--- config.mk ---
export PLATFORM = sky130hd
export DESIGN_NAME = relogio_ajuste_ctrl_flat
export DESIGN_NICKNAME = d
export VERILOG_FILES = /design/src/rtl/relogio_pkg.sv /design/src/rtl/relogio_ajuste_ctrl_if.sv /design/src/rtl/relogio_btn_repeat.sv /design/src/rtl/relogio_ajuste_ctrl.sv /design/src/flat_wrapper.sv
export SDC_FILE = /design/constraint.sdc
export NUM_CORES = 1
export LEC_CHECK = 0
export BUFFER_PORTS_ARGS = -buffer_cell sky130_fd_sc_hd__buf_2
export CORE_ASPECT_RATIO = 0.8
export CORE_MARGIN = 5
export CORE_UTILIZATION = 45
export CTS_CLUSTER_SIZE = 24
export DETAILED_ROUTE_END_ITERATION = 16
export SETUP_SLACK_MARGIN = 0.05
export SYNTH_ARGS = -nofsm -noshare
export SYNTH_HDL_FRONTEND = slang
export SYNTH_HIERARCHICAL = 1
export SYNTH_SLANG_ARGS = --single-unit
--- constraint.sdc ---
create_clock -name clk -period 7.4 [get_ports clk]
set_clock_uncertainty 0.15 [all_clocks]
set_input_delay 0.74 -clock clk [delete_from_list [all_inputs] [get_ports clk]]
set_output_delay 0.74 -clock clk [all_outputs]
set_load 0.02 [all_outputs]
--- src/rtl/relogio_pkg.sv ---
// ============================================================================
// relogio_pkg : shared types, field limits and helpers for the time-set logic
// Revision    : 1.0
// ============================================================================
`default_nettype none

package relogio_pkg;

   typedef enum logic [1:0] {
      RUN   = 2'b00,
      SET_H = 2'b01,
      SET_M = 2'b10
   } estado_t;

   localparam int HORAS_MAX = 23;
   localparam int MIN_MAX   = 59;
   localparam int HORAS_W   = 5;
   localparam int MIN_W     = 6;
   localparam int SEG_W     = 6;

   function automatic estado_t prox_estado(input estado_t s);
      case (s)
         RUN:     return SET_H;
         SET_H:   return SET_M;
         default: return RUN;
      endcase
   endfunction

   // Wrap by compare-to-max so out-of-range inputs still return to zero.
   function automatic logic [HORAS_W-1:0] inc_horas(input logic [HORAS_W-1:0] h);
      return (h >= HORAS_W'(HORAS_MAX)) ? '0 : h + 1'b1;
   endfunction

   function automatic logic [MIN_W-1:0] inc_minutos(input logic [MIN_W-1:0] m);
      return (m >= MIN_W'(MIN_MAX)) ? '0 : m + 1'b1;
   endfunction

endpackage

`default_nettype wire

--- src/rtl/relogio_ajuste_ctrl_if.sv ---
// ============================================================================
// relogio_ajuste_ctrl_if : buttons, current time and counter-control signals
// Revision               : 1.0
// ============================================================================
`default_nettype none

interface relogio_ajuste_ctrl_if;
   import relogio_pkg::*;

   logic               btn_mode;
   logic               btn_inc;
   logic [HORAS_W-1:0] cur_horas;
   logic [MIN_W-1:0]   cur_minutos;
   logic               tick_1hz;
   logic               load;
   logic [HORAS_W-1:0] load_horas;
   logic [MIN_W-1:0]   load_minutos;
   logic [1:0]         modo;
   logic               blink;

   modport master (
      output btn_mode, btn_inc, cur_horas, cur_minutos,
      input  tick_1hz, load, load_horas, load_minutos, modo, blink
   );

   modport slave (
      input  btn_mode, btn_inc, cur_horas, cur_minutos,
      output tick_1hz, load, load_horas, load_minutos, modo, blink
   );

endinterface

`default_nettype wire

--- src/rtl/relogio_btn_repeat.sv ---
// ============================================================================
// relogio_btn_repeat : rising-edge pulse plus hold-to-repeat for one button
// Revision           : 1.0
// ============================================================================
`default_nettype none

module relogio_btn_repeat #(
   parameter int REP_DLY = 25_000_000,
   parameter int REP_PER = 5_000_000
) (
   input  logic clk,
   input  logic rst_n,
   input  logic btn,
   input  logic clr,
   input  logic en,
   output logic pulse
);

   localparam int CNT_MAX = (REP_DLY > REP_PER) ? REP_DLY : REP_PER;
   localparam int CNT_W   = (CNT_MAX > 1) ? $clog2(CNT_MAX) : 1;
   localparam logic [CNT_W-1:0] DLY_LAST = CNT_W'(REP_DLY - 1);
   localparam logic [CNT_W-1:0] PER_LAST = CNT_W'(REP_PER - 1);

   logic             hist;
   logic             held;
   logic             in_period;
   logic [CNT_W-1:0] cnt;
   logic             btn_rise;
   logic             rep_hit;

   assign btn_rise = btn & ~hist;
   assign rep_hit  = held & btn & (cnt == (in_period ? PER_LAST : DLY_LAST));
   assign pulse    = en & ~clr & (btn_rise | rep_hit);

   // cnt holds (cycles since last edge/repeat) - 1, so a hit lands exactly on the target cycle.
   always_ff @(posedge clk or negedge rst_n) begin
      if (!rst_n) begin
         hist      <= 1'b1;
         held      <= 1'b0;
         in_period <= 1'b0;
         cnt       <= '0;
      end else begin
         hist <= btn;
         if (clr || !en || !btn) begin
            held      <= 1'b0;
            in_period <= 1'b0;
            cnt       <= '0;
         end else if (btn_rise) begin
            held      <= 1'b1;
            in_period <= 1'b0;
            cnt       <= '0;
         end else if (rep_hit) begin
            in_period <= 1'b1;
            cnt       <= '0;
         end else if (held) begin
            cnt <= cnt + 1'b1;
         end
      end
   end

endmodule

`default_nettype wire

--- src/rtl/relogio_ajuste_ctrl.sv ---
// ============================================================================
// relogio_ajuste_ctrl : 1 Hz strobe generation and two-button hh:mm editing
// Revision            : 1.0
// ============================================================================
`default_nettype none

module relogio_ajuste_ctrl #(
   parameter int CLK_DIV = 50_000_000,
   parameter int REP_DLY = 25_000_000,
   parameter int REP_PER = 5_000_000
) (
   input  logic                 clk,
   input  logic                 rst_n,
   relogio_ajuste_ctrl_if.slave bus
);
   import relogio_pkg::*;

   localparam int PRESC_W = (CLK_DIV > 1) ? $clog2(CLK_DIV) : 1;
   localparam int BLK_N   = CLK_DIV / 4;
   localparam int BLK_W   = (BLK_N > 1) ? $clog2(BLK_N) : 1;
   localparam logic [PRESC_W-1:0] PRESC_LAST = PRESC_W'(CLK_DIV - 1);
   localparam logic [BLK_W-1:0]   BLK_LAST   = BLK_W'(BLK_N - 1);

   estado_t            state;
   logic               mode_hist;
   logic               mode_edge;
   logic [PRESC_W-1:0] presc;
   logic [BLK_W-1:0]   blk_cnt;
   logic [HORAS_W-1:0] edit_h;
   logic [MIN_W-1:0]   edit_m;
   logic               tick_r;
   logic               load_r;
   logic               blink_r;
   logic [HORAS_W-1:0] load_h_r;
   logic [MIN_W-1:0]   load_m_r;
   logic               inc_pulse;
   logic               inc_en;

   assign mode_edge = bus.btn_mode & ~mode_hist;
   assign inc_en    = (state != RUN);

   relogio_btn_repeat #(
      .REP_DLY (REP_DLY),
      .REP_PER (REP_PER)
   ) u_inc (
      .clk   (clk),
      .rst_n (rst_n),
      .btn   (bus.btn_inc),
      .clr   (mode_edge),
      .en    (inc_en),
      .pulse (inc_pulse)
   );

   always_ff @(posedge clk or negedge rst_n) begin
      if (!rst_n) begin
         state     <= RUN;
         mode_hist <= 1'b1;
         presc     <= '0;
         blk_cnt   <= '0;
         edit_h    <= '0;
         edit_m    <= '0;
         tick_r    <= 1'b0;
         load_r    <= 1'b0;
         blink_r   <= 1'b0;
         load_h_r  <= '0;
         load_m_r  <= '0;
      end else begin
         mode_hist <= bus.btn_mode;
         tick_r    <= 1'b0;
         load_r    <= 1'b0;
         if (mode_edge) begin
            // A mode edge always wins over any increment in the same cycle.
            state   <= prox_estado(state);
            presc   <= '0;
            blk_cnt <= '0;
            blink_r <= (prox_estado(state) != RUN);
            case (state)
               RUN: begin
                  edit_h <= bus.cur_horas;
                  edit_m <= bus.cur_minutos;
               end
               SET_M: begin
                  load_r   <= 1'b1;
                  load_h_r <= edit_h;
                  load_m_r <= edit_m;
               end
               default: ;
            endcase
         end else if (state == RUN) begin
            blink_r <= 1'b0;
            blk_cnt <= '0;
            if (presc == PRESC_LAST) begin
               presc  <= '0;
               tick_r <= 1'b1;
            end else begin
               presc <= presc + 1'b1;
            end
         end else begin
            presc <= '0;
            if (blk_cnt == BLK_LAST) begin
               blk_cnt <= '0;
               blink_r <= ~blink_r;
            end else begin
               blk_cnt <= blk_cnt + 1'b1;
            end
            if (inc_pulse) begin
               if (state == SET_H)
                  edit_h <= inc_horas(edit_h);
               else if (state == SET_M)
                  edit_m <= inc_minutos(edit_m);
            end
         end
      end
   end

   assign bus.tick_1hz     = tick_r;
   assign bus.load         = load_r;
   assign bus.load_horas   = load_h_r;
   assign bus.load_minutos = load_m_r;
   assign bus.modo         = state;
   assign bus.blink        = blink_r;

endmodule

`default_nettype wire

--- src/flat_wrapper.sv ---
// flat-port wrapper written by rule: the top's interface ports become plain ports
module relogio_ajuste_ctrl_flat import relogio_pkg::*;
#(
   parameter int CLK_DIV = 50_000_000,
   parameter int REP_DLY = 25_000_000,
   parameter int REP_PER = 5_000_000
)
  (clk, rst_n, bus_btn_mode, bus_btn_inc, bus_cur_horas, bus_cur_minutos, bus_tick_1hz, bus_load, bus_load_horas, bus_load_minutos, bus_modo, bus_blink);
  relogio_ajuste_ctrl_if bus_i ();
  input  logic clk;
  input  logic rst_n;
  input wire logic [$bits(bus_i.btn_mode)-1:0] bus_btn_mode;
  input wire logic [$bits(bus_i.btn_inc)-1:0] bus_btn_inc;
  input wire logic [$bits(bus_i.cur_horas)-1:0] bus_cur_horas;
  input wire logic [$bits(bus_i.cur_minutos)-1:0] bus_cur_minutos;
  output wire logic [$bits(bus_i.tick_1hz)-1:0] bus_tick_1hz;
  output wire logic [$bits(bus_i.load)-1:0] bus_load;
  output wire logic [$bits(bus_i.load_horas)-1:0] bus_load_horas;
  output wire logic [$bits(bus_i.load_minutos)-1:0] bus_load_minutos;
  output wire logic [$bits(bus_i.modo)-1:0] bus_modo;
  output wire logic [$bits(bus_i.blink)-1:0] bus_blink;
  assign bus_i.btn_mode = bus_btn_mode;
  assign bus_i.btn_inc = bus_btn_inc;
  assign bus_i.cur_horas = bus_cur_horas;
  assign bus_i.cur_minutos = bus_cur_minutos;
  assign bus_tick_1hz = bus_i.tick_1hz;
  assign bus_load = bus_i.load;
  assign bus_load_horas = bus_i.load_horas;
  assign bus_load_minutos = bus_i.load_minutos;
  assign bus_modo = bus_i.modo;
  assign bus_blink = bus_i.blink;
  relogio_ajuste_ctrl #(.CLK_DIV(CLK_DIV), .REP_DLY(REP_DLY), .REP_PER(REP_PER)) u_core (.clk(clk), .rst_n(rst_n), .bus(bus_i));
endmodule
# Word-level counts from Yosys, hierarchy flattened
# Cells that the tools add are included.
# word_totals
register_bits	106
out_inout_bits	16
wordCells	97
inputBits	15
# classes
magnitude_cmp	2
eq_ne	8
addsub	5
n_reduce_logical	17
n_bitwise	11
n_mux	39
# ops
operator	count
$mux 25	5
$mux 26	3
$mux 24	3
$mux 6	7
$mux 5	6
$add 26x1->26 const B	1
$eq 26x26->1 const B	1
$add 25x1->25 const B	1
$eq 25x25->1	1
$add 24x1->24 const B	1
$eq 24x24->1 const B	1
$mux 1	13
$reduce_bool 2->1	6
$add 6x1->6 const B	1
$and 1x1->1	6
$ge 6x6->1 const B	1
$reduce_bool 3->1	2
$add 5x1->5 const B	1
$ge 5x5->1 const B	1
$reduce_and 5->1	1
$ne 2x2->1 const B	2
$not 1->1	4
$pmux 2 s2	1
$reduce_and 4->1	1
10 further kinds	12

# Depth between registers and ports, before layout
# depth
word_depth	8
mapped_depth	11
depth_no_buf	9

# By module
# Netlist, hierarchy kept.
# modules_own_cells
module	instances	cells_each	seq_area_each_um2	area_per_inst_um2
relogio_ajuste_ctrl	1	403	1953.1	3968.8
relogio_btn_repeat	1	158	701.9	1570.3

# Worst setup path after synthesis
# Ideal clock, no wire load.
# synth_timing
path_kind	input-to-reg
start	input bus_btn_inc
end	register u_core.edit_m[2]
slack_ns	4.567
n_path_buf	1
t_required_ns	7.129
path_stages	9
arrival_time_ns	2.562
cell_sequence	or4bb_1 > nor3_1 > o2111ai_1 > a21oi_1 > nand3b_1 > a21oi_1 > clkbuf_1 > o21ai_0 > a22o_1
# synth_between
elab_chain_len	6
word_cells_on_any_way	7
# synth_rtl
item	line_no	text
start: declaration	flat_wrapper.sv:13	input wire logic [$bits(bus_i.btn_inc)-1:0] bus_btn_inc;
$and 1x1->1 (2 in a row)	relogio_btn_repeat.sv:32	assign rep_hit = held & btn & (cnt == (in_period ? PER_LAST : DLY_LAST));
$or 1x1->1 (*)	relogio_btn_repeat.sv:33	assign pulse = en & ~clr & (btn_rise | rep_hit);
$and 1x1->1 (*)	relogio_btn_repeat.sv:33	
named net u_core.inc_pulse	relogio_ajuste_ctrl.sv:36	logic inc_pulse;
$reduce_bool 2->1 (no source line) (*)	n/a	
$reduce_and 5->1 (no source line) (*)	n/a	
end signal: assignment	relogio_ajuste_ctrl.sv:80	edit_m <= bus.cur_minutos;
end signal: assignment	relogio_ajuste_ctrl.sv:110	edit_m <= inc_minutos(edit_m);
end: declaration	relogio_ajuste_ctrl.sv:30	logic [MIN_W-1:0] edit_m;
# Mark *: on every way through the listed nets, which the timed path passes. The rest lies on a longest branch.
# A chain may end at the register's enable or synchronous reset.

# Worst setup path in the final report
# layout_timing
start	register u_core.mode_hist
end	register u_core.edit_m[4]
# layout_between
elab_chain_len	7
word_cells_on_any_way	12
# layout_rtl
item	line_no	text
start: declaration	relogio_ajuste_ctrl.sv:25	logic mode_hist;
start signal: assignment	relogio_ajuste_ctrl.sv:68	mode_hist <= bus.btn_mode;
$not 1->1	relogio_ajuste_ctrl.sv:39	assign mode_edge = bus.btn_mode & ~mode_hist;
$and 1x1->1	relogio_ajuste_ctrl.sv:39	
$not 1->1	relogio_btn_repeat.sv:33	
$and 1x1->1 (2 in a row)	relogio_btn_repeat.sv:33	
named net u_core.inc_pulse	relogio_ajuste_ctrl.sv:36	
$reduce_bool 2->1 (no source line)	n/a	
$reduce_and 5->1 (no source line)	n/a	
# The timed path passes the listed nets, and every way through them passes these cells.

==> run metrics <==
status=complete, no violations; reg-to-reg slack, setup=3770 ps; Filler cells=1,087; largest net degree at the start of global routing=73; Finish-stage setup viols=0; WP data required=7480 ps; CP max-delay cell=a21oi_1; Top FF cell, synth=dfrtp_1; WS Path Type=register to register; Worst Path Arrival=3710 ps; post-synthesis register bit count=106; power consumption=1.60 mW; Routed Antenna Nets=0; Synth top area share=47.0%; initial antenna violation count=0; Peak Freq=0.276 GHz; synthesized instance count=561; HP Class=input port to async pin; minimum clock period=3630 ps; Hold Vio Cnt, Final=0; Rel. slew slack=33.8%; DP HPWL=8.01 mm; area grow syn2layout=10.9%; Syn Nets=583; Worst Tran Pin Value=993 ps; Core Area=12,100 µm²; share of post-route cells with drive strength above 1=13.9%; synthesized area=5540 µm²; Max Root-Sink Buffers=2; Peak VDD IR=151 µV; DIE HEIGHT=109 µm; GRT Total Usage=17.0%; register area=2660 µm²; Vias per Instance=5.89; Clock Latency Late Sink=350 ps; Crit path largest cell delay=660 ps; worst path cell trace=nand2b_1, clkinv_1, nand2b_1, a21oi_1, nand3b_1, a21oi_1, mux2_2; drt first pass iters=4; ys async rst share=100%; row count=36; clk root buf=clkbuf_16; synth unique cells=61; port buffer count=30; Die Area=14,600 µm²; routed length per instance=16.0 µm; hold buffers post-CTS=0; setup total negative slack=0 ps; met3 Usage GRT=3.69%; Die Wd=134 µm; combined area of the multi-input logic cells=2740 µm²; grt ovf=0; Buf/Inv on CP=1; crit share post-route=49.0%; Worst Setup End Kind=register; Pwr Density=261 nW/µm²; leakage power=2.46 nW; Starting Density=45.7%; io pins=31; vias in the first global route=4,169; Post-CTS Resized=0; TritonCTS sink count=106; first-pass GRT wire length=20.4 mm; met2 Use GR=26.8%; Area contributors post-synth=dfrtp_1 47%, xor2_1 3.5%, nand2_1 3.0%; Worst setup SP type=register; Seq/Total Area, Yosys=47.9%; gr busiest metal=met2; CTS clock-pin slew for the worst setup and hold paths=70 ps; CTS tree=yes; Max Slew Vio Count=0; Placer Congestion=0.813; Yosys warnings=6; EDFF count, synth=0; Starting DRT DRC Count=343; RSZ-0062 raised after global routing=no; Avg Synthesized Cell Area=9.87 µm²; Layout Nets=605; WL final=11.8 mm; Post-route DRC=0; Yosys top cell by area=dfrtp_1; Setup Fix Bufs, Post-CTS=0; Crit path max-delay family=simple AND/OR/NAND/NOR gates; number of CTS-inserted buffers=9; vias after detailed routing=4,360; Ant. Diodes=0; worst-path fanout max=19; met1 Use GR=24.2%; H-tree depth=3; max cap viols=0
## state kept, by name, summed over array words and instances (netlist names)
register                 flops
u_core/blk_cnt              24
u_core/bus.load_horas        5
u_core/bus.load_minutos      6
u_core/mode_hist             1
u_core/bus.load              1
u_core/edit_m                6
u_core/u_inc/hist            1
u_core/u_inc/in_period       1
u_core/presc                26
u_core/bus.modo              2
u_core/u_inc/cnt            25
u_core/bus.tick_1hz          1
u_core/u_inc/held            1
u_core/bus.blink             1
u_core/edit_h                5
## cells in the final DEF, fill, tap and decap left out, types with 9 or more instances in the layout
master	count
dfrtp_1	104
nand2_1	44
nor2_1	41
a21oi_1	31
buf_2	29
nand3_1	29
o21ai_0	25
xor2_1	22
nand4_1	21
nor3_1	20
or3_1	18
o31ai_1	17
or4_1	16
xnor2_1	15
mux2_2	14
a211oi_1	12
and3_1	11
clkbuf_16	9
inv_1	9
## cell usage after synthesis, drive strengths merged (3+ instances only)
| master | number |
|---|---|
| dfrtp | 104 |
| or4 | 17 |
| clkbuf | 9 |
| xnor2 | 15 |
| and3 | 12 |
| nand2 | 44 |
| nand3b | 6 |
| and2 | 7 |
| nand4 | 24 |
| nor3 | 20 |
| o21ai | 26 |
| mux2 | 14 |
| ha | 7 |
| o2bb2ai | 3 |
| a211oi | 14 |
| o31ai | 17 |
| nand4b | 3 |
| nor2 | 41 |
| or3 | 18 |
| xor2 | 22 |
| and4 | 10 |
| a31oi | 3 |
| nand2b | 5 |
| mux2i | 3 |
| a21oi | 31 |
| inv | 9 |
| nor4 | 7 |
| nand3 | 30 |
| buf | 13 |
## final timing paths
path,cells after the start,endpoint,from
setup reg to reg,7,u_core/edit_m[4],u_core/mode_hist
hold reg to reg,1,u_core/blk_cnt[0],u_core/blk_cnt[0]
hold / removal,1,u_core/u_inc/cnt[18],rst_n
max in group asynchronous,2,u_core/presc[19],rst_n
min in group clk,1,u_core/blk_cnt[0],u_core/blk_cnt[0]
setup / recovery,7,u_core/edit_m[4],u_core/mode_hist
## cells by family (layout without fill, tap and decap cells)
logic type | after synthesis | count (layout) | share of synthesized area (%)
AO/OA/AOI/OAI | 105 | 105 | 12.2
flip-flops | 106 | 106 | 47.9
buffers and inverters | 32 | 59 | 2.62
AND/OR/NAND/NOR | 257 | 257 | 26.5
adder cells (fa/ha/maj) | 7 | 7 | 1.58
XOR/XNOR | 37 | 37 | 5.85
multiplexers | 17 | 17 | 3.39
## metal layers
| metal | vias up | part of all wire (%) | wire, µm |
|---|---|---|---|
| met1 | 2135 | 50 | 5870 |
| li1 | 2137 | - | - |
| met5 | - | 0 | 0 |
| met2 | 76 | 45 | 5350 |
| met3 | 12 | 4.3 | 509 |
| met4 | 0 | 0.95 | 112 |
## through the flow
step | utilization, % | hold WS [ps] | cells | worst slack, ps | instance area (µm²)
5_1_grt | 50.7 | 224 | 740 | 3420 | 6140
3_5_place_dp | 47.9 | 326 | 724 | 3500 | 5800
3_3_place_gp | 47.9 | 319 | 724 | 3600 | 5800
4_1_cts | 50.7 | 198 | 740 | 3800 | 6140
6_report | 50.7 | 187 | 740 | 3770 | 6140
2_1_floorplan | - | 294 | 561 | 4570 | 5540
## where the power goes
| part | switching [mW] | internal (mW) |
|---|---|---|
| combinational | 0.199 | 0.133 |
| clock | 0.215 | 0.317 |
| sequential | 0.0846 | 0.656 |
| total | 0.498 | 1.11 |
## cell type report
type	instances	area share, %
multi-input cells	423	44.7
inverters	10	0.611
flip-flops and latches	106	43.2
well taps	152	3.10
clock inverters	5	1.41
repair buffers	33	2.85
clock buffers	11	4.12
Power figures use the tool's default switching activity.
